**config.mk**
```make
export PLATFORM = sky130hd
export DESIGN_NAME = bcd_seek_sequencer
export DESIGN_NICKNAME = d
export VERILOG_FILES = /design/src/rtl/bcd_seek_sequencer.sv
export SDC_FILE = /design/constraint.sdc
export NUM_CORES = 1
export LEC_CHECK = 0
export ABC_AREA = 1
export CORE_ASPECT_RATIO = 0.9
export CORE_MARGIN = 2
export CORE_UTILIZATION = 48
export CTS_BUF_LIST = sky130_fd_sc_hd__clkbuf_4 sky130_fd_sc_hd__clkbuf_8
export DETAILED_ROUTE_END_ITERATION = 12
export GPL_TIMING_DRIVEN = 0
export PLACE_DENSITY = 0.7
export SYNTH_ARGS = -nofsm -noshare
export SYNTH_HDL_FRONTEND = slang
export SYNTH_SLANG_ARGS = --single-unit
```
**constraint.sdc**
```tcl
create_clock -name CLK -period 3.1 [get_ports CLK]
set_clock_uncertainty 0.1 [all_clocks]
set_input_delay 0.62 -clock CLK [delete_from_list [all_inputs] [get_ports CLK]]
set_output_delay 0.62 -clock CLK [all_outputs]
set_load 0.005 [all_outputs]
```
**src/rtl/bcd_seek_sequencer.sv**
```systemverilog
// Seek sequencer for a mode-driven BCD digit counter: plans a short path from the
// mirrored counter value to a requested digit and issues one mode/step per update.
module bcd_seek_sequencer #(
  parameter int unsigned STEP_GAP = 2
) (
  input  logic       CLK,
  input  logic       reset,
  input  logic       start,
  input  logic [3:0] target,
  input  logic       sync_load,
  input  logic [3:0] sync_val,
  output logic [1:0] mode,
  output logic       step,
  output logic [3:0] mirror,
  output logic       ready,
  output logic       busy,
  output logic       done,
  output logic       err
);

  localparam int unsigned DW = 4;
  localparam int unsigned GW = 4;
  localparam int unsigned XW = DW + 1;

  localparam logic [1:0] MODE_ADD1 = 2'b00;
  localparam logic [1:0] MODE_ADD2 = 2'b01;
  localparam logic [1:0] MODE_SUB1 = 2'b10;
  localparam logic [1:0] MODE_NONE = 2'b11;

  typedef enum logic [2:0] {
    IDLE  = 3'd0,
    CALC  = 3'd1,
    ISSUE = 3'd2,
    GAP   = 3'd3,
    DONE  = 3'd4
  } state_t;

  state_t         state, state_next;
  logic [DW-1:0]  tgt, tgt_next;
  logic           dir_bwd, dir_bwd_next;
  logic [GW-1:0]  gap_cnt, gap_cnt_next;
  logic [DW-1:0]  mirror_next;
  logic [1:0]     mode_next;
  logic           step_next;
  logic           ready_next;
  logic           busy_next;
  logic           done_next;
  logic           err_next;

  logic [XW-1:0]  fwd_c;
  logic [XW-1:0]  bwd_c;
  logic [DW-1:0]  stepped_c;
  logic           bwd_shorter_c;

  // Forward/backward distances modulo 10 between mirror and the latched target
  always_comb begin
    fwd_c = '0;
    bwd_c = '0;
    if (tgt >= mirror) begin
      fwd_c = XW'(tgt) - XW'(mirror);
      bwd_c = (fwd_c == '0) ? '0 : XW'(10) - fwd_c;
    end else begin
      bwd_c = XW'(mirror) - XW'(tgt);
      fwd_c = XW'(10) - bwd_c;
    end
    bwd_shorter_c = ({bwd_c, 1'b0} < {1'b0, fwd_c});
  end

  // Mirror value after the counter applies the mode currently on the bus
  always_comb begin
    stepped_c = mirror;
    case (mode)
      MODE_ADD1: stepped_c = (mirror == DW'(9)) ? '0 : mirror + DW'(1);
      MODE_ADD2: stepped_c = mirror + DW'(2);
      MODE_SUB1: stepped_c = (mirror == '0) ? DW'(9) : mirror - DW'(1);
      default:   stepped_c = mirror;
    endcase
  end

  always_ff @(posedge CLK or negedge reset) begin
    if (!reset) begin
      state   <= IDLE;
      tgt     <= '0;
      dir_bwd <= 1'b0;
      gap_cnt <= '0;
      mirror  <= '0;
      mode    <= MODE_NONE;
      step    <= 1'b0;
      ready   <= 1'b1;
      busy    <= 1'b0;
      done    <= 1'b0;
      err     <= 1'b0;
    end else begin
      state   <= state_next;
      tgt     <= tgt_next;
      dir_bwd <= dir_bwd_next;
      gap_cnt <= gap_cnt_next;
      mirror  <= mirror_next;
      mode    <= mode_next;
      step    <= step_next;
      ready   <= ready_next;
      busy    <= busy_next;
      done    <= done_next;
      err     <= err_next;
    end
  end

  always_comb begin
    state_next   = state;
    tgt_next     = tgt;
    dir_bwd_next = dir_bwd;
    gap_cnt_next = gap_cnt;
    mirror_next  = mirror;
    mode_next    = MODE_NONE;
    step_next    = 1'b0;
    ready_next   = 1'b0;
    busy_next    = 1'b0;
    done_next    = 1'b0;
    err_next     = 1'b0;

    case (state)
      IDLE: begin
        if (start) begin
          if (target > DW'(9)) begin
            err_next = 1'b1;
          end else begin
            tgt_next   = target;
            state_next = CALC;
          end
        end else if (sync_load) begin
          mirror_next = (sync_val > DW'(9)) ? DW'(9) : sync_val;
        end
      end
      CALC: begin
        if (fwd_c == '0) begin
          state_next = DONE;
        end else begin
          dir_bwd_next = bwd_shorter_c;
          state_next   = ISSUE;
        end
      end
      ISSUE: begin
        mirror_next = stepped_c;
        if (stepped_c == tgt) begin
          state_next = DONE;
        end else begin
          gap_cnt_next = GW'(STEP_GAP - 1);
          state_next   = GAP;
        end
      end
      GAP: begin
        if (gap_cnt == '0) begin
          state_next = ISSUE;
        end else begin
          gap_cnt_next = gap_cnt - GW'(1);
        end
      end
      DONE: begin
        state_next = IDLE;
      end
      default: begin
        state_next = IDLE;
      end
    endcase

    // Registered outputs describe the state being entered; mirror is stable on ISSUE entry
    if (state_next == ISSUE) begin
      step_next = 1'b1;
      if (dir_bwd_next) begin
        mode_next = MODE_SUB1;
      end else if ((fwd_c >= XW'(2)) && (mirror <= DW'(7))) begin
        mode_next = MODE_ADD2;
      end else begin
        mode_next = MODE_ADD1;
      end
    end
    done_next  = (state_next == DONE);
    ready_next = (state_next == IDLE);
    busy_next  = (state_next != IDLE);
  end

endmodule

```
==> results.sh <==
export IMPL_core_mm2=0.00449
export IMPL_holdBufCountCts=0
export IMPL_period_share=1.00
export IMPL_yosysUniqueCellTypes=36
export IMPL_numCtsBuffers=3
export IMPL_required_ns=3.21
export IMPL_syn_cell_area_mm2=0.00225
export IMPL_final_cell_mix="80 x nand2_1, 43 x inv_1, 39 x nand3_1, 31 x buf_4, 22 x clkdlybuf4s50_1"
export IMPL_crit_slowest_cell="fa_2"
export IMPL_die_y_um=69.0
export IMPL_netlist_instances=334
export IMPL_antenna_left=0
export IMPL_rsz0062_at_grt="yes"
export IMPL_dieArea_mm2=0.00526
export IMPL_cts_buffer_depth=2
export IMPL_drv_slew=0
export IMPL_grt_ovfl_total=0
export IMPL_setup_viol=2
export IMPL_clk_pin_slew_ns=0.08
export IMPL_cts_tree="done"
export IMPL_firstDrtPassIters=4
export IMPL_synth_compound_area_share=0.111
export IMPL_cp_slowest_stage_delay_ns=0.46
export IMPL_row_count=23
export IMPL_drv_cap=0
export IMPL_busiest_layer="met2"
export IMPL_drive_gt1_frac=0.293
export IMPL_drc=0
export IMPL_ys_flop_type="dfrtp_1"
export IMPL_use_met1=0.313
export IMPL_layout_commonest_cell="nand2_1"
export IMPL_syn_num_nets=369
export IMPL_portBuffers=22
export IMPL_area_growth_syn_to_layout_pct=34.9
export IMPL_grt_usage=0.224
export IMPL_status="finished, violations left"
export IMPL_worstPathArrival_ns=3.22
export IMPL_synth_simple_area_share=0.381
export IMPL_cts_num_sinks=23
export IMPL_grt_met3_usage=0.0313
export IMPL_clock_root_buffer="clkbuf_8"
export IMPL_diodes=0
export IMPL_ios=23
export IMPL_whs_ns=0.414
export IMPL_fmax_mhz=321
export IMPL_synth_top_family_by_area="simple AND/OR/NAND/NOR gates"
export IMPL_final_nets=428
export IMPL_cp_max_fo=2
export IMPL_grt_pass1_vias=2069
export IMPL_gp_congestion=0.892
export IMPL_synth_seq_cells=23
export IMPL_endpoint_kind="flip-flop"
export IMPL_htreeDepth=1
export IMPL_drt_iter0_markers=193
export IMPL_detail_route_vias_per_cell=5.18
export IMPL_synth_edff_count=0
export IMPL_layout_min_cycle_time_ns=3.11
export IMPL_synth_xor_area_frac=0.0117
export IMPL_violations="setup timing"
export IMPL_initial_core_util=0.502
export IMPL_syn_avg_cell_area_um2=6.74
export IMPL_routed_wl_um=5890
export IMPL_synth_async_sr_flop_share=1.00
export IMPL_tightestPinTransition_ns=1.00
export IMPL_fin_ws_ns=-0.0112
export IMPL_critPathKind="flip-flop to flip-flop"
export IMPL_grt_pass1_wl_um=9380
export IMPL_hpwl_um=4150
export IMPL_yosys_warnings=0
export IMPL_vias=2350
export IMPL_critPathLaunchType="flip-flop"
export IMPL_clk_latency_ns=0.26
export IMPL_seq_area_frac_synth=0.257
export IMPL_synthAdderAreaFrac=0.134
export IMPL_maxSlewHeadroom=0.328
export IMPL_use_met2=0.369
export IMPL_holdCritPathClass="flip-flop to flip-flop"
export IMPL_crit_path_cell_trace="buf_6 -> ha_4 -> inv_4 -> fa_2 -> inv_2 -> ha_4 -> nand2_4 -> nor2_4 -> nand3_2 -> nand2_2 -> o22ai_2 -> ha_1 -> a21oi_2 -> nand3b_1 -> nand2_2 -> nand2_2 -> nand2_2 -> o21a_1 -> nand2_1"
export IMPL_grt_max_degree=24
export IMPL_antenna_found_initial=0
export IMPL_crit_path_frequent_cell="nand2_2"
export IMPL_hold_viol_final=0
export IMPL_synth_mux_area_fraction=0
export IMPL_die_w_um=76.2
export IMPL_post_drt_wl_per_cell_um=13.0
critical path: cells and delay by family (launching register included):
| family | cells | cell delay, ns |
|---|---|---|
| AOI/OAI and AO/OA | 3 | 0.42 |
| adders and majority gates | 4 | 1.06 |
| buffers and inverters | 3 | 0.28 |
| DFF | 1 | 0.42 |
| and+or+nand+nor | 9 | 0.81 |
cell usage after synthesis, types with 4 or more instances:
| cell | n | area [um2] |
|---|---|---|
| ha_1 | 21 | 263 |
| nand2_1 | 93 | 349 |
| dfrtp_1 | 20 | 500 |
| inv_1 | 50 | 188 |
| nand3_2 | 4 | 40.0 |
| nand4_1 | 5 | 31.3 |
| nand3_1 | 41 | 205 |
| nand2_2 | 6 | 37.5 |
| inv_2 | 8 | 30.0 |
| a21oi_1 | 10 | 50.1 |
| nor2_1 | 22 | 82.6 |
| o21ai_0 | 14 | 70.1 |
| nor2_2 | 4 | 25.0 |
metal layers:
layer / up-vias / wire length, um
met1: 1076 / 2840
met4: 0 / 74
met3: 10 / 287
li1: 1194 / -
met2: 70 / 2690
met5: - / 0
layout make-up:
type                    count  area, um2
multi-input cells         251       1610
fillers                   386       1450
flip-flops and latches     23        586
repair buffers             54        468
inverters                  58        229
well taps                  62       77.6
clock buffers               3       41.3
plain buffers               2       18.8
clock inverters             1       5.00
repair_timing:
| item | CTS | global route |
|---|---|---|
| buffers inserted | 24 | 9 |
| endpoints found under the setup margin | 3 | 14 |
| pin swaps | 14 | 22 |
| resized for setup | 22 | 39 |
final timing paths:
check / to / start / slack (ns) / depth (start not counted)
setup / recovery: mode[1]$_DFF_PN1_ / mirror[0]$_DFFE_PN0P_ / -0.01 / 19
min in group asynchronous: gap_cnt[0]$_DFFE_PN0P_ / reset / 0.80 / 1
setup reg to reg: mode[1]$_DFF_PN1_ / mirror[0]$_DFFE_PN0P_ / -0.01 / 19
hold reg to reg: mode[0]$_DFF_PN1_ / dir_bwd$_DFF_PN0_ / 0.41 / 3
max in group asynchronous: tgt[1]$_DFFE_PN0P_ / reset / 1.42 / 1
hold / removal: mode[0]$_DFF_PN1_ / dir_bwd$_DFF_PN0_ / 0.41 / 3
cells by family (layout without fill, tap and decap cells):
logic type	Yosys count	count (layout)
AND/OR/NAND/NOR	186	186
buffers and inverters	60	118
AO/OA/AOI/OAI	39	39
adder cells (fa/ha/maj)	23	23
flip-flops	23	23
XOR/XNOR	3	3
per-stage QoR:
stage / cells / TNS [ns] / worst slack [ns] / cell area (um2) / util
4_1_cts: 446 / -0.00519 / -0.00519 / 2850 / 0.634
3_5_place_dp: 418 / -1.01 / -0.353 / 2550 / 0.568
3_3_place_gp: 418 / -0.921 / -0.320 / 2550 / 0.568
6_report: 454 / -0.0149 / -0.0112 / 3040 / 0.677
5_1_grt: 454 / -0.684 / -0.138 / 3040 / 0.677
2_1_floorplan: 334 / 0 / 0.0632 / 2250 / -
registers in the layout (all words and copies together) (netlist names):
name and count:
busy 1, tgt 4, done 1, gap_cnt 4
err 1, ready 1, mirror 4, dir_bwd 1
mode 2, state 3, step 1
Power is left out: the tool's default activity adds up to more than one toggle a clock period on the data nets, which glitch-free logic cannot reach.
